File: config.mk
export PLATFORM = sky130hd
export DESIGN_NAME = port_rd_frontend
export DESIGN_NICKNAME = d
export VERILOG_FILES = /design/src/rtl/hydra_pkg.sv /design/src/rtl/port_rd_fifo.sv /design/src/rtl/port_rd_frontend.sv
export SDC_FILE = /design/constraint.sdc
export NUM_CORES = 1
export LEC_CHECK = 0
export BUFFER_PORTS_ARGS = -buffer_cell sky130_fd_sc_hd__buf_2
export CAP_MARGIN = 5
export CORE_MARGIN = 5
export CORE_UTILIZATION = 55
export CTS_BUF_LIST = sky130_fd_sc_hd__clkbuf_8
export DETAILED_ROUTE_END_ITERATION = 8
export GPL_ROUTABILITY_DRIVEN = 0
export MAX_ROUTING_LAYER = met4
export PLACE_DENSITY = 0.73
export SYNTH_ARGS = -nofsm -noshare
export SYNTH_HDL_FRONTEND = slang
export SYNTH_SLANG_ARGS = --single-unit
File: constraint.sdc
create_clock -name clk -period 3.05 [get_ports clk]
set_input_delay 0 -clock clk [delete_from_list [all_inputs] [get_ports clk]]
set_output_delay 0 -clock clk [all_outputs]
set_load 0.01 [all_outputs]
File: src/rtl/hydra_pkg.sv
// Shared definitions for the port read front end.
//   DATA_WIDTH_DFLT : default packet word width
//   rd_state_t      : read-side packet FSM states
package hydra_pkg;

    localparam int unsigned DATA_WIDTH_DFLT = 16;

    typedef enum logic [1:0] {
        IDLE,
        SOP,
        DATA,
        EOP
    } rd_state_t;

endpackage

File: src/rtl/port_rd_fifo.sv
// Synchronous staging FIFO. The storage array is registered and the head entry is
// presented directly, so a popped word is available in the same cycle as the pop.
// Ports:
//   i_clk, i_rst          : clock, synchronous active-high reset
//   i_push, i_wdata       : write strobe and entry (ignored while full)
//   i_pop                 : read strobe (ignored while empty)
//   o_rdata               : current head entry
//   o_count               : number of stored entries
module port_rd_fifo #(
    parameter int unsigned WIDTH = 17,
    parameter int unsigned DEPTH = 8
) (
    input  logic                     i_clk,
    input  logic                     i_rst,
    input  logic                     i_push,
    input  logic [WIDTH-1:0]         i_wdata,
    input  logic                     i_pop,
    output logic [WIDTH-1:0]         o_rdata,
    output logic [$clog2(DEPTH):0]   o_count
);

    localparam int unsigned AW = $clog2(DEPTH);
    localparam logic [AW:0] CNT_FULL = DEPTH[AW:0];

    logic [WIDTH-1:0] r_mem [DEPTH];
    logic [AW-1:0]    r_wr_ptr;
    logic [AW-1:0]    r_rd_ptr;
    logic [AW:0]      r_count;
    logic             w_do_push;
    logic             w_do_pop;

    assign w_do_push = i_push && (r_count != CNT_FULL);
    assign w_do_pop  = i_pop && (r_count != '0);

    always_ff @(posedge i_clk) begin
        if (w_do_push) begin
            r_mem[r_wr_ptr] <= i_wdata;
        end
    end

    // Pointers wrap naturally because DEPTH is a power of two.
    always_ff @(posedge i_clk) begin
        if (i_rst) begin
            r_wr_ptr <= '0;
            r_rd_ptr <= '0;
            r_count  <= '0;
        end else begin
            if (w_do_push) begin
                r_wr_ptr <= r_wr_ptr + 1'b1;
            end
            if (w_do_pop) begin
                r_rd_ptr <= r_rd_ptr + 1'b1;
            end
            case ({w_do_push, w_do_pop})
                2'b10:   r_count <= r_count + 1'b1;
                2'b01:   r_count <= r_count - 1'b1;
                default: r_count <= r_count;
            endcase
        end
    end

    assign o_rdata = r_mem[r_rd_ptr];
    assign o_count = r_count;

endmodule

File: src/rtl/port_rd_frontend.sv
// Port read front end: stages upstream packet words in a FIFO and replays each packet to
// the egress port framed by one-cycle rd_sop / rd_eop pulses.
// Ports:
//   clk, rst_n             : clock, synchronous active-high reset (1 = reset)
//   xfer_data_vld/_data    : upstream word and valid
//   xfer_end_of_packet     : marks the last word of a packet
//   xfer_ready             : FIFO has room (from registered count)
//   ready                  : egress can take a new packet
//   rd_sop/rd_vld/rd_eop   : registered framing and data-valid strobes
//   rd_data                : packet word, held while rd_vld is low
//   overflow               : sticky, a word was offered while the FIFO was full
module port_rd_frontend
    import hydra_pkg::*;
#(
    parameter int unsigned DATA_WIDTH = DATA_WIDTH_DFLT,
    parameter int unsigned FIFO_DEPTH = 8
) (
    input  logic                  clk,
    input  logic                  rst_n,
    input  logic                  xfer_data_vld,
    input  logic [DATA_WIDTH-1:0] xfer_data,
    input  logic                  xfer_end_of_packet,
    output logic                  xfer_ready,
    input  logic                  ready,
    output logic                  rd_sop,
    output logic                  rd_vld,
    output logic [DATA_WIDTH-1:0] rd_data,
    output logic                  rd_eop,
    output logic                  overflow
);

    localparam int unsigned CW = $clog2(FIFO_DEPTH) + 1;
    localparam logic [CW-1:0] CNT_FULL = FIFO_DEPTH[CW-1:0];

    logic [CW-1:0]         w_count;
    logic [DATA_WIDTH:0]   w_head;
    logic                  w_empty;
    logic                  w_full;
    logic                  w_push;
    logic                  w_pop;
    logic                  w_sop_nxt;
    logic                  w_eop_nxt;
    rd_state_t             w_state_nxt;

    rd_state_t             r_state;
    logic                  r_rd_sop;
    logic                  r_rd_vld;
    logic                  r_rd_eop;
    logic [DATA_WIDTH-1:0] r_rd_data;
    logic                  r_overflow;

    assign w_empty = (w_count == '0);
    assign w_full  = (w_count == CNT_FULL);
    assign w_push  = xfer_data_vld && !w_full;

    port_rd_fifo #(
        .WIDTH (DATA_WIDTH + 1),
        .DEPTH (FIFO_DEPTH)
    ) u_fifo (
        .i_clk   (clk),
        .i_rst   (rst_n),
        .i_push  (w_push),
        .i_wdata ({xfer_end_of_packet, xfer_data}),
        .i_pop   (w_pop),
        .o_rdata (w_head),
        .o_count (w_count)
    );

    // SOP already pops the first word so its rd_vld lands right after rd_sop; a one-word
    // packet therefore leaves SOP straight for EOP. EOP spans two cycles: the last rd_vld,
    // then the rd_eop cycle.
    always_comb begin
        w_state_nxt = r_state;
        w_pop       = 1'b0;
        w_sop_nxt   = 1'b0;
        w_eop_nxt   = 1'b0;
        case (r_state)
            IDLE: begin
                if (ready && !w_empty) begin
                    w_state_nxt = SOP;
                    w_sop_nxt   = 1'b1;
                end
            end
            SOP, DATA: begin
                w_state_nxt = DATA;
                if (!w_empty) begin
                    w_pop = 1'b1;
                    if (w_head[DATA_WIDTH]) begin
                        w_state_nxt = EOP;
                    end
                end
            end
            EOP: begin
                w_eop_nxt = r_rd_vld;
                if (!r_rd_vld) begin
                    w_state_nxt = IDLE;
                end
            end
            default: w_state_nxt = IDLE;
        endcase
    end

    always_ff @(posedge clk) begin
        if (rst_n) begin
            r_state    <= IDLE;
            r_rd_sop   <= 1'b0;
            r_rd_vld   <= 1'b0;
            r_rd_eop   <= 1'b0;
            r_rd_data  <= '0;
            r_overflow <= 1'b0;
        end else begin
            r_state  <= w_state_nxt;
            r_rd_sop <= w_sop_nxt;
            r_rd_vld <= w_pop;
            r_rd_eop <= w_eop_nxt;
            if (w_pop) begin
                r_rd_data <= w_head[DATA_WIDTH-1:0];
            end
            if (xfer_data_vld && w_full) begin
                r_overflow <= 1'b1;
            end
        end
    end

    assign xfer_ready = !w_full;
    assign rd_sop     = r_rd_sop;
    assign rd_vld     = r_rd_vld;
    assign rd_eop     = r_rd_eop;
    assign rd_data    = r_rd_data;
    assign overflow   = r_overflow;

endmodule

# --- After elaboration in Yosys (flattened, before gate mapping) ---
# Memory sizes are Yosys's and may differ from the RTL's. A register that Yosys moved wholly into a read port is not among the register bits.
# Cells that the tools add are included.
totals:
  regBits: 32
  mem_bits_rw: 136
  in_bits: 21
  out_inout_bits: 21
  elab_cells: 53
  mem_count: 1
classes:
  addsub: 4
  eq_ne: 9
  n_mux: 13
  n_bitwise: 2
  reduce_logical: 15
memory_table:
  columns: ["name", "words", "width", "rd", "rd_clocked_by_memory_dff", "write_ports", "line_no", "rtl"]
  rows:
  - ["u_fifo.r_mem", 8, 17, 1, 1, 1, "port_rd_fifo.sv:25", "logic [WIDTH-1:0] r_mem [DEPTH];"]
ops:
  columns: ["cell", "n"]
  rows:
  - ["one-hot mux 4 bit (2 select lines)", 1]
  - ["two-way mux 1 bit", 7]
  - ["adder 3 x 1 -> 3 bit (second input constant)", 2]
  - ["equality test 2 bit (second input constant)", 3]
  - ["two-way mux 3 bit", 2]
  - ["one-hot mux 2 bit (3 select lines)", 1]
  - ["OR reduction 2 bit", 3]
  - ["logical AND 1 bit", 5]
  - ["adder 4 x 1 -> 4 bit (second input constant)", 1]
  - ["equality test 2 x 1 -> 1 bit (second input constant)", 2]
  - ["equality test 4 bit (second input constant)", 1]
  - ["logical NOT 4 bit", 1]
  - ["two-way mux 2 bit", 2]
  - ["inequality test 2 bit (second input constant)", 2]
  - ["inequality test 4 bit (second input constant)", 1]
  - ["nonzero test 4 bit", 1]
  - ["subtractor 4 x 1 -> 4 bit (second input constant)", 1]
  - ["logical NOT 1 bit", 2]
  - ["logical NOT 2 bit", 1]
  - ["NOT 1 bit", 2]
  - ["AND reduction 2 bit", 1]
  - ["nonzero test 2 bit", 1]

# --- Longest topological paths before layout ---
# Gate-level depths: netlist of run 1.
logic_depth:
  word_depth: 6
  mapped_depth: 11
  ltp_nobuf: 10

# --- Modules after synthesis ---
# From an unflattened synthesis of run 1, not the netlist that was laid out.
unflattened:
  hier_cells: 368
  area_unflattened_um2: 6726.5
modules_own_cells:
  columns: ["mod", "n_inst", "cells_per_inst", "area_each_um2", "seq_area_each_um2"]
  rows:
  - ["port_rd_fifo", 1, 268, 5868.1, 4344.2]
  - ["port_rd_frontend", 1, 100, 858.3, 440.4]

# --- Least setup slack after synthesis of run 1 ---
# No wires, ideal clock.
synth_path:
  kind: "reg-to-reg"
  from: "register u_fifo.r_count[0], in the netlist u_fifo.o_count[0]"
  to: "memory u_fifo.r_mem[0][0], enable pin"
  setup_time_ns: 0.413
  t_arrival_ns: 2.328
  t_required_ns: 2.637
  setup_slack_ns: 0.309
  path_stages_with_launch: 6
  n_path_buf: 1
  synth_period_minus_slack_ns: 2.741
  cell_sequence: "dfxtp_1 or4b_1 buf_2 nand2_2 or2_2 nor3_1"
synth_between:
  elab_chain_cells: 6
  elab_cells_between_ends: 7
  cone_classes: "2 x eq/ne; 2 x mux; 3 x reduce/logical"
synth_lines:
  columns: ["item", "line_no", "rtl"]
  rows:
  - ["start: declaration", "port_rd_fifo.sv:28", "logic [AW:0] r_count;"]
  - ["start signal: assignment", "port_rd_fifo.sv:55", "2'b10: r_count <= r_count + 1'b1;"]
  - ["start signal: assignment", "port_rd_fifo.sv:56", "2'b01: r_count <= r_count - 1'b1;"]
  - ["start signal: assignment", "port_rd_fifo.sv:57", "default: r_count <= r_count;"]
  - ["equality test 4 bit", "port_rd_frontend.sv:53", "assign w_full = (w_count == CNT_FULL);"]
  - ["logical NOT 1 bit", null, null]
  - ["net xfer_ready", "port_rd_frontend.sv:23", "output logic xfer_ready,"]
  - ["logical AND 1 bit", "port_rd_frontend.sv:54", "assign w_push = xfer_data_vld && !w_full;"]
  - ["logical AND 1 bit", "port_rd_fifo.sv:32", "assign w_do_push = i_push && (r_count != CNT_FULL);"]
  - ["two-way mux 1 bit", "port_rd_fifo.sv:36", "if (w_do_push) begin"]
  - ["two-way mux 1 bit (not written as such)", "port_rd_fifo.sv:37", "r_mem[r_wr_ptr] <= i_wdata;"]
  - ["end: declaration", "port_rd_fifo.sv:25", null]
# The timed path passes the listed nets, and every way through them passes these cells.

# --- Worst setup path after layout of run 1 ---
layout_path:
  from: "register u_fifo.r_count[0], in the netlist u_fifo.o_count[0]"
  to: "register u_fifo.r_count[3], in the netlist u_fifo.o_count[3]"
layout_between:
  elab_chain_cells: 6
  elab_cells_between_ends: 16
  cone_classes: "2 x add/sub; 4 x eq/ne; 3 x mux; 7 x reduce/logical"
layout_lines:
  columns: ["item", "line_no", "rtl"]
  rows:
  - ["logical NOT 4 bit or equality test 4 bit (tied branches)", "port_rd_frontend.sv:52, port_rd_frontend.sv:53", null]
  - ["two-way mux 1 bit or logical NOT 1 bit (tied branches)", "port_rd_frontend.sv:86, port_rd_frontend.sv:54", null]
  - ["two-way mux 1 bit or logical AND 1 bit (tied branches)", "port_rd_frontend.sv:77, port_rd_frontend.sv:54", null]
  - ["logical AND 1 bit (on tied branches)", "port_rd_fifo.sv:33, port_rd_fifo.sv:32", null]
  - ["equality test 2 x 1 -> 1 bit or equality test 2 bit (tied branches)", "port_rd_fifo.sv:54", "case ({w_do_push, w_do_pop})"]
  - ["one-hot mux 4 bit (2 select lines) or nonzero test 2 bit (tied branches)", null, null]
# Several ways; a longest one is shown, not always the timed one.
# A chain may end at the register's enable or synchronous reset.

==> results of run 1 <==
-- worst max-delay path: cells and delay by family, from the launching register on --
kind                       cells  cell delay, ns
adders and majority gates      1            0.32
and+or+nand+nor                3            1.25
AOI/OAI and AO/OA              1            0.15
muxes                          1            0.37
DFF                            1            0.39
-- cells by family (layout without fill, tap and decap cells) --
logic type / count (synthesis) / count (layout) / synth area share
flops: 171 / 171 / 0.7360
xor+xnor: 6 / 6 / 0.008083
mux: 39 / 39 / 0.1259
compound gates: 28 / 28 / 0.03041
simple gates: 79 / 79 / 0.06544
buf+inv: 22 / 105 / 0.02078
fa+ha+maj: 7 / 7 / 0.01347
-- per-stage QoR --
step | power (W) | std cells | area (um2)
2_1_floorplan | 0.004026 | 352 | 6501
3_3_place_gp | 0.004323 | 527 | 6860
3_5_place_dp | 0.004391 | 527 | 6860
4_1_cts | 0.005813 | 578 | 7410
5_1_grt | 0.006055 | 578 | 7410
6_report | 0.005748 | 578 | 7410
-- sequential cells by signal, indices dropped and copies added, names as in the netlist, named ones only --
| name | cells |
|---|---|
| r_state | 2 |
| u_fifo.r_wr_ptr | 3 |
| overflow | 1 |
| rd_eop | 1 |
| u_fifo.o_count | 4 |
| rd_data | 16 |
| rd_vld | 1 |
| u_fifo.r_mem | 136 |
| u_fifo.r_rd_ptr | 3 |
| rd_sop | 1 |
-- cell type report --
cell class,count,area share
multi-input combinational,159,0.2148
sequential,171,0.6459
clock buffer,21,0.03901
tap,143,0.02415
timing repair buffer,70,0.06518
clock inverter,11,0.009456
inverter,3,0.001520
-- worst paths after layout --
kind	from	endpoint	slack [ns]
worst min-delay path	rst_n	u_fifo.o_count[1]$_SDFFE_PP0P_	0.13
worst max-delay path	u_fifo.o_count[0]$_SDFFE_PP0P_	u_fifo.o_count[3]$_SDFFE_PP0P_	0.45
worst min register to register	overflow$_SDFFE_PP0P_	overflow$_SDFFE_PP0P_	0.47
worst max register to register	u_fifo.o_count[0]$_SDFFE_PP0P_	u_fifo.o_count[3]$_SDFFE_PP0P_	0.45
-- report_power, final --
part | total (W) | switching [W] | internal [W]
combinational | 0.00137 | 0.000712 | 0.000657
sequential | 0.00297 | 0.000204 | 0.00276
clock | 0.00141 | 0.000768 | 0.000644
-- metal layers --
metal / track usage / vias up / routed length (um)
met3: 0.04823 / 12 / 810
li1: - / 1527 / -
met2: 0.3183 / 105 / 6314
met5: - / - / 0
met4: 0.07096 / 0 / 146
met1: 0.2180 / 1615 / 4642
-- layout by cell type, fill, tap and decap left out, types with 2 or more instances in the layout --
cell type,count
nor3_2,12
inv_6,2
or3_1,2
o22ai_1,15
edfxtp_1,136
dlygate4sd3_1,19
clkbuf_8,21
clkinvlp_4,3
inv_1,6
clkinv_2,2
buf_2,41
nand3_1,4
nand2_1,6
dfxtp_1,34
nor2_1,35
mux4_2,34
ha_1,7
mux2_2,2
nor2b_1,5
buf_4,9
nor3_1,7
nand2b_1,2
xor2_1,5
a21oi_1,5
mux2i_1,3
==> results by group, run 1 <==
Clock tree
  • Maximum clock path buffer count: 2
  • Clk sinks: about 170
  • H-tree depth: 4
  • Number of buffers created by CTS: 17
  • CTS tree: done
  • CTS resizes: 0
  • Post-CTS Hold Fix Bufs: 19
  • Clock transition at path regs: ~0.080 ns
  • Root buf cell: clkbuf_8
  • Clock Latency Late Sink: ~0.45 ns
  • Postcts setup bufs: 0

GRT
  • Total Routing Usage GR: 0.1883
  • Grt ovf: 0
  • Initial antenna violation count: 0
  • First-pass GRT wire length: 19.01 mm
  • Largest net degree at the start of global routing: 36
  • Vias in the first global route: 3513

Synthesis
  • Yosys reg bits: roughly 170
  • Synth top cells by count: edfxtp_1 (136), dfxtp_1 (35), nor2_1 (35), mux4_2 (34), o22ai_1 (15)
  • Area leader, netlist: edfxtp_1
  • Ys flop type: edfxtp_1
  • Synth top area cells: edfxtp_1 (63%), mux4_2 (12%), dfxtp_1 (11%)
  • FFs w/ async S/R, synth: 0
  • EDFF count, synth: 136
  • Most common cell in the netlist: edfxtp_1
  • Syn Area/Cell: approximately 18 um2
  • Ys Warns: 0
  • Yosys top cell area share: 0.6282
  • Distinct cells, synth: 39
  • Post-synthesis cell area: 6501 um2
  • Seq/Total Area, Yosys: 0.7360
  • Synth Net Count: 380
  • Post-Syn Instances: roughly 350

Timing
  • Worst Setup Slack, final: about 0.45 ns
  • Layout Skew: between 0.01 and 0.015 ns
  • WHS: roughly 0.13 ns
  • Slew margin rel.: 0.4543
  • Fin. Hold Viols: 0
  • Final critical-path share of the clock period: 0.8516
  • Least-Margin Pin Slew: between 0.8 and 0.9 ns
  • Final max-slew violation count: 0
  • RSZ-0062 raised after global routing: no
  • Setup Viol. Count Final: 0
  • Final TNS setup: 0 ns
  • Peak Freq: approximately 380 MHz
  • Final min period: about 2.6 ns

Detailed routing
  • Routed wire length: approximately 12 mm
  • Post-route DRC: 0
  • DR pass1 iterations: 5
  • Wire per inst: 20.61 um
  • Vias per cell: 5.638
  • Routed via count: between 3000 and 4000
  • Final ANT Viol Nets: 0
  • Detailed Route Iter0 Violations: about 290

Worst setup path
  • Crit path required time: about 3.4 ns
  • Startpoint types: flip-flop
  • Critical path peak fanout: 7
  • Critical path type: reg2reg
  • CP endpoint kind: flip-flop
  • CP max stage delay: between 0.6 and 0.7 ns
  • Critical path data arrival time: between 2 and 3 ns
  • Slowest CP cell: or4b_1
  • Worst path cell trace: or4b_1, nand2_2, ha_1, or3_1, o32ai_1, mux2_2
  • R2R cell count: 6

Die
  • Die X: roughly 120 um
  • Std cell rows: 39
  • Die Y: ~120 um
  • Initial Util: 0.5645
  • Die area: between 10000 and 15000 um2
  • IO Pins: 42
  • Core footprint: approximately 12000 um2

Final layout
  • Util after Layout: 0.6434
  • Filler instances: around 800
  • Ant diodes: 0
  • Footprint of the multi-input gates: ~1600 um2
  • Fin nets: 450
  • FF/Latch Area: roughly 4800 um2
  • Fraction of layout cells with a size suffix above 1: 0.3103
  • Syn-to-layout area delta: 13.97%

Pwr
  • Worst vdd ir: 0.3593 mV
  • Leak: 2.532 nW
  • Pwr dens: between 700 and 800 nW/um2

Placement
  • Setup WS pre-CTS: 0.4898 ns
  • Port bufs: 41
  • DP Wirelength: approximately 6.8 mm

Outcome
  • Status: complete, no violations

Hold path
  • WHS Path Cells: 2
  • Min-delay worst type: in2reg

Run
  • Max Cap Viol: 0
No activity file was read; power rests on OpenSTA's default activity.
==> run 2: changes to the inputs <==
--- a/config.mk
+++ b/config.mk
@@ -7,6 +7,7 @@
 export LEC_CHECK = 0
 export BUFFER_PORTS_ARGS = -buffer_cell sky130_fd_sc_hd__buf_2
 export CAP_MARGIN = 5
+export CORE_ASPECT_RATIO = 1.75
 export CORE_MARGIN = 5
 export CORE_UTILIZATION = 55
 export CTS_BUF_LIST = sky130_fd_sc_hd__clkbuf_8
==> run 2 against run 1 <==
  * Worst hold slack better by 0.0045 ns
  * Total power rose by 3.1%
  * Core utilization rose by 0.092 points
  * Wire length down 0.58%
  * Die area is 0.61% higher
  * Sequential power about the same
  * Final cell count shrank 1.0%
  * Via count grew 2.9%
  * Critical path type unchanged
  * Largest cell class unchanged
==> results by group, run 2 (synthesized netlist as in run 1, its figures left out) <==
Clock tree
  • Maximum clock path buffer count: 2
  • Postcts setup bufs: 0
  • Root buf cell: clkbuf_8
  • CTS resizes: 0
  • Clock Latency Late Sink: between 0.4 and 0.5 ns
  • Number of buffers created by CTS: 17
  • H-tree depth: 4
  • Post-CTS Hold Fix Bufs: 19
  • Clock transition at path regs: about 0.090 ns
  • Clk sinks: around 170
  • CTS tree: done

Worst setup path
  • Slowest CP cell: o41a_4
  • Startpoint types: flip-flop
  • CP endpoint kind: flip-flop
  • Critical path data arrival time: about 3 ns
  • Crit path top cell by count: ha_1
  • Critical path type: reg2reg
  • Crit path required time: 3.42 ns
  • Worst path cell trace: inv_1, ha_1, o41a_4, ha_1, xor2_1, ha_1, a21oi_1, xor2_1, or3_1, a21oi_1
  • CP max stage delay: roughly 0.4 ns
  • Buf+Inv Stages, Crit Path: 1
  • Critical path peak fanout: 24
  • Worst path top cell family by delay: adder cells

Timing
  • Worst Setup Slack, final: approximately 0.4 ns
  • Fin. Hold Viols: 0
  • Peak Freq: around 380 MHz
  • Setup Viol. Count Final: 0
  • RSZ-0062 raised after global routing: no
  • Final max-slew violation count: 0
  • Layout Skew: between 0.01 and 0.015 ns
  • Slew margin rel.: 0.4538
  • Final TNS setup: 0 ns
  • Least-Margin Pin Slew: ~0.8 ns
  • Final min period: between 2 and 3 ns
  • Final critical-path share of the clock period: 0.8664

Placement
  • Port bufs: 41
  • Setup WS pre-CTS: about 0.44 ns
  • DP Area: roughly 7000 um2
  • Post-Place Cells: 521
  • DP Wirelength: between 7 and 8 mm

Detailed routing
  • Wire per inst: about 21 um
  • Final ANT Viol Nets: 0
  • Routed wire length: 11.84 mm
  • Detailed Route Iter0 Violations: approximately 200
  • DR pass1 iterations: 4
  • Post-route DRC: 0
  • Routed via count: roughly 3400
  • Vias per cell: a little under 6

Final layout
  • Non-filler cells in the finished layout: 572
  • Syn-to-layout area delta: 14.78%
  • Commonest non-fill, non-tap cells in the layout: edfxtp_1 (136), buf_2 (41), nor2_1 (35)
  • Filler instances: approximately 810
  • Fraction of layout cells with a size suffix above 1: 0.3204
  • Most common cell after layout, fill and taps aside: edfxtp_1
  • Largest register by flop count: u_fifo.r_mem
  • Ant diodes: 0
  • Post-route cell area: roughly 7500 um2
  • Largest register FFs: roughly 140
  • Fin nets: between 400 and 500

Run
  • Max Cap Viol: 0

Hold path
  • Min-delay worst type: in2reg

Die
  • Die Y: 153.8 um
  • Core footprint: 11580 um2
  • IO Pins: 42
  • Die X: between 90 and 100 um
  • Initial Util: 0.5614
  • Std cell rows: 52
  • Die area: between 10000 and 15000 um2

Pwr
  • Internal cell power: between 0.004 and 0.005 W
  • Leak: 2.563 nW
  • Sw Share: 0.3043
  • Reg power frac: 0.496
  • Combinational power share: 0.237
  • Switching power: around 0.0018 W
  • Pwr dens: slightly below 800 nW/um2
  • Clock power frac: 0.267
  • Worst vdd ir: around 0.47 mV

GRT
  • Initial antenna violation count: 0
  • Vias in the first global route: approximately 3600
  • First-pass GRT wire length: roughly 19 mm
  • Largest net degree at the start of global routing: 36
  • Total Routing Usage GR: 0.1865
  • Grt ovf: 0

Outcome
  • Status: complete, no violations
-- run 2: changes by cell type in the layout (fill, tap and decap cells not counted), moves of 3 or more --
cell | previous run | this run
inv_8 | 0 | 5
clkbuf_8 | 21 | 17
clkinvlp_4 | 3 | 0
inv_1 | 6 | 3
inv_6 | 2 | 5
-- run 2: power by group through the flow --
stage,clock [W],combinational (W),sequential (W)
finish,0.00158,0.00141,0.00294
global route,0.00172,0.00155,0.00297
CTS,0.00162,0.00143,0.00294
detailed placement,0,0.00141,0.00299
global placement,0,0.00136,0.00298
floorplan,0,0.00106,0.00297
-- run 2: final cells by class --
class                   count  area, um2  share of cell area
well taps                 135      168.9             0.02264
inverters                   3      11.26            0.001509
clock buffers              17      234.0             0.03135
repair buffers             72      498.0             0.06673
multi-input cells         159       1592              0.2133
clock inverters            15      172.7             0.02314
flip-flops and latches    171       4786              0.6413
-- run 2: through the flow --
step,hold slack [ns],utilization,power [W]
after floorplan,0.09887,-,0.004026
after global placement,0.2545,0.5928,0.004342
after detailed placement,0.2718,0.5928,0.004403
after CTS,0.1097,0.6443,0.005999
after global routing,0.1438,0.6443,0.006238
final,0.1353,0.6443,0.005928
-- run 2: metal layers --
metal | GRT usage | part of all wire | up-vias | wire length [um]
met1 | 0.2193 | 0.40 | 1735 | 4781
met5 | - | 0 | - | 0
li1 | - | - | 1531 | -
met2 | 0.3100 | 0.55 | 74 | 6477
met3 | 0.04205 | 0.035 | 14 | 414
met4 | 0.07725 | 0.014 | 0 | 170
-- run 2: path summary, 6_finish.rpt --
check	startpoint	end	slack, ns	cells past startpoint
setup reg to reg	r_state[0]$_SDFFE_PP0P_	u_fifo.o_count[2]$_SDFFE_PP0P_	0.41	10
setup / recovery	r_state[0]$_SDFFE_PP0P_	u_fifo.o_count[2]$_SDFFE_PP0P_	0.41	10
hold / removal	rst_n	rd_eop$_SDFF_PP0_	0.14	2
hold reg to reg	rd_vld$_SDFF_PP0_	rd_eop$_SDFF_PP0_	0.47	2
==> run 3: changes to the inputs <==
--- a/config.mk
+++ b/config.mk
@@ -5,8 +5,9 @@
 export SDC_FILE = /design/constraint.sdc
 export NUM_CORES = 1
 export LEC_CHECK = 0
+export ABC_AREA = 1
 export BUFFER_PORTS_ARGS = -buffer_cell sky130_fd_sc_hd__buf_2
-export CAP_MARGIN = 5
+export CAP_MARGIN = 20
 export CORE_ASPECT_RATIO = 1.75
 export CORE_MARGIN = 5
 export CORE_UTILIZATION = 55
==> run 3 against run 2 <==
  * Sequential power fell by 3%
  * Count of clock-buffer cells in the layout unchanged
  * Fmax rose by 25%
  * Global-route usage grew 2.6 points
  * Via count up 37%
  * Worst setup slack better by 0.53 ns
==> results by group, run 3 <==
Synthesis
  • Syn Area/Cell: about 11 um2
  • Post-synthesis cell area: about 6800 um2
  • Post-Syn Instances: ~600
  • Most common cell in the netlist: nor2_1
  • Synth top cells by count: nor2_1 (158), edfxtp_1 (136), nand3_1 (57), o21ai_0 (48), nand2_1 (38)
  • Post-Synth Adder-Cell Area: 0.01288
  • Ys flop type: edfxtp_1
  • EDFF count, synth: roughly 140
  • Yosys top cell area share: 0.6008
  • Yosys reg bits: about 170
  • Mux cell area share after synthesis: 0
  • Seq/Total Area, Yosys: 0.7038
  • Distinct cells, synth: 27
  • Synth Area in Compound Gates: 0.07436
  • Area leader, netlist: edfxtp_1
  • Largest family of logic cells by synthesized area: simple AND/OR/NAND/NOR gates
  • Ys Warns: 0
  • XOR/XNOR Fraction of Synth Area: 0.002577
  • Synth Area in Simple Gates: 0.1581
  • Synth top area cells: edfxtp_1 (60%), dfxtp_1 (10%), nor2_1 (8.7%)
  • FFs w/ async S/R, synth: 0
  • Synth Net Count: between 600 and 700

Detailed routing
  • Wire per inst: 17.31 um
  • Routed via count: 4600
  • Post-route DRC: 0
  • Detailed Route Iter0 Violations: approximately 480
  • Final ANT Viol Nets: 0
  • Routed wire length: ~14 mm
  • Vias per cell: 5.502
  • DR pass1 iterations: 5

Worst setup path
  • Critical path type: reg2reg
  • Startpoint types: flip-flop
  • CP max stage delay: 0.35 ns
  • Crit path required time: between 3 and 4 ns
  • Worst path cell trace: inv_1, ha_1, nand2_2, inv_2, ha_1, nand2_1, inv_1, nor2_1, ha_1, a21oi_1, xnor2_1, o21ai_0, inv_1
  • Worst path top cell family by delay: adder cells
  • Critical path data arrival time: between 2 and 2.5 ns
  • CP endpoint kind: flip-flop
  • Buf+Inv Stages, Crit Path: 4
  • Critical path peak fanout: 4
  • Slowest CP cell: dfxtp_1

Pwr
  • Worst vdd ir: between 0.4 and 0.5 mV
  • Pwr dens: ~780 nW/um2
  • Leak: around 2.8 nW

Clock tree
  • Maximum clock path buffer count: 2
  • Clk sinks: about 170
  • Postcts setup bufs: 0
  • Root buf cell: clkbuf_8
  • Clock transition at path regs: ~0.08 ns
  • Number of buffers created by CTS: 17
  • H-tree depth: 4
  • CTS tree: done
  • Clock Latency Late Sink: between 0.4 and 0.5 ns

Timing
  • Slew margin rel.: 0.3358
  • WHS: between 0.04 and 0.05 ns
  • Final min period: roughly 2.1 ns
  • Final critical-path share of the clock period: 0.6920
  • Peak Freq: roughly 470 MHz
  • Setup Viol. Count Final: 0
  • Least-Margin Pin Slew: just under 1 ns
  • Fin. Hold Viols: 0
  • Final max-slew violation count: 0
  • Layout Skew: between 0.008 and 0.009 ns
  • RSZ-0062 raised after global routing: no
  • Final TNS setup: 0 ns

Final layout
  • Fin nets: 686
  • Most common cell after layout, fill and taps aside: nor2_1
  • Largest register by flop count: u_fifo.r_mem
  • Commonest non-fill, non-tap cells in the layout: nor2_1 (158), edfxtp_1 (136), nand3_1 (57)
  • Non-filler cells in the finished layout: approximately 840
  • Fraction of layout cells with a size suffix above 1: 0.1371
  • Ant diodes: 0
  • Post-route cell area: ~7700 um2
  • Largest register FFs: approximately 140
  • Syn-to-layout area delta: 13.05%

GRT
  • First-pass GRT wire length: 22.86 mm
  • Vias in the first global route: between 4000 and 5000
  • Initial antenna violation count: 0
  • Total Routing Usage GR: 0.2125
  • Grt ovf: 0
  • Largest net degree at the start of global routing: 69

Die
  • Die area: 14770 um2
  • Std cell rows: 53
  • Die X: between 90 and 100 um
  • Core footprint: 12070 um2
  • Die Y: approximately 160 um
  • Initial Util: 0.5632
  • IO Pins: 42

Hold path
  • Min-delay worst type: in2reg

Placement
  • DP Wirelength: 8.280 mm
  • Port bufs: slightly above 40
  • DP Area: a little over 7000 um2
  • Post-Place Cells: between 700 and 800

Outcome
  • Status: complete, no violations

Run
  • Max Cap Viol: 0
[run 3: worst paths after layout]
kind | start | to | slack [ns] | cells past startpoint
min reg2reg | overflow$_SDFFE_PP0P_ | overflow$_SDFFE_PP0P_ | 0.45 | 2
min | rst_n | u_fifo.o_count[0]$_SDFFE_PP0P_ | 0.04 | 2
max reg2reg | r_state[0]$_SDFFE_PP0P_ | u_fifo.o_count[2]$_SDFFE_PP0P_ | 0.94 | 13
max | r_state[0]$_SDFFE_PP0P_ | u_fifo.o_count[2]$_SDFFE_PP0P_ | 0.94 | 13
[run 3: per-stage QoR]
step	utilization	total power [W]	worst slack, ns
floorplan	-	0.004017	0.9886
global placement	0.5865	0.004315	1.108
detailed placement	0.5865	0.004379	1.006
CTS	0.6367	0.006009	0.9832
global route	0.6367	0.006306	0.8442
finish	0.6367	0.005984	0.9393
[run 3: kinds of logic (layout without fill, tap and decap cells)]
logic type      count (synthesis)  after routing
simple gates                  261            261
xor+xnor                        2              2
fa+ha+maj                       7              7
compound gates                101            101
buf+inv                        53            129
flops                         171            171
[run 3: power by group]
group,total (W),switching (W),internal [W]
sequential,0.00284,0.000108,0.00274
combinational,0.00151,0.00101,0.000495
clock,0.00163,0.000756,0.000877
[run 3: timing repair]
action	4_1_cts	5_1_grt
hold endpoints to repair	141	0
endpoints found under the setup margin	0	0
gates resized for setup	0	0
hold buffers	19	0
[run 3: per-layer routing]
layer | vias to the layer above | wire length, um | track usage | share of wire
met5 | - | 0 | - | 0
met4 | 0 | 386 | 0.08058 | 0.027
met3 | 37 | 878 | 0.03922 | 0.061
met2 | 167 | 7455 | 0.3548 | 0.52
met1 | 2209 | 5748 | 0.2564 | 0.40
li1 | 2187 | - | - | -
[run 3: final cells by class]
cell class,count,area (um2)
clock inverters,15,182.7
well taps,165,206.4
repair buffers,75,508.0
fillers,985,4384
clock buffers,17,234.0
flip-flops and latches,171,4786
inverters,22,82.58
multi-input cells,371,1685
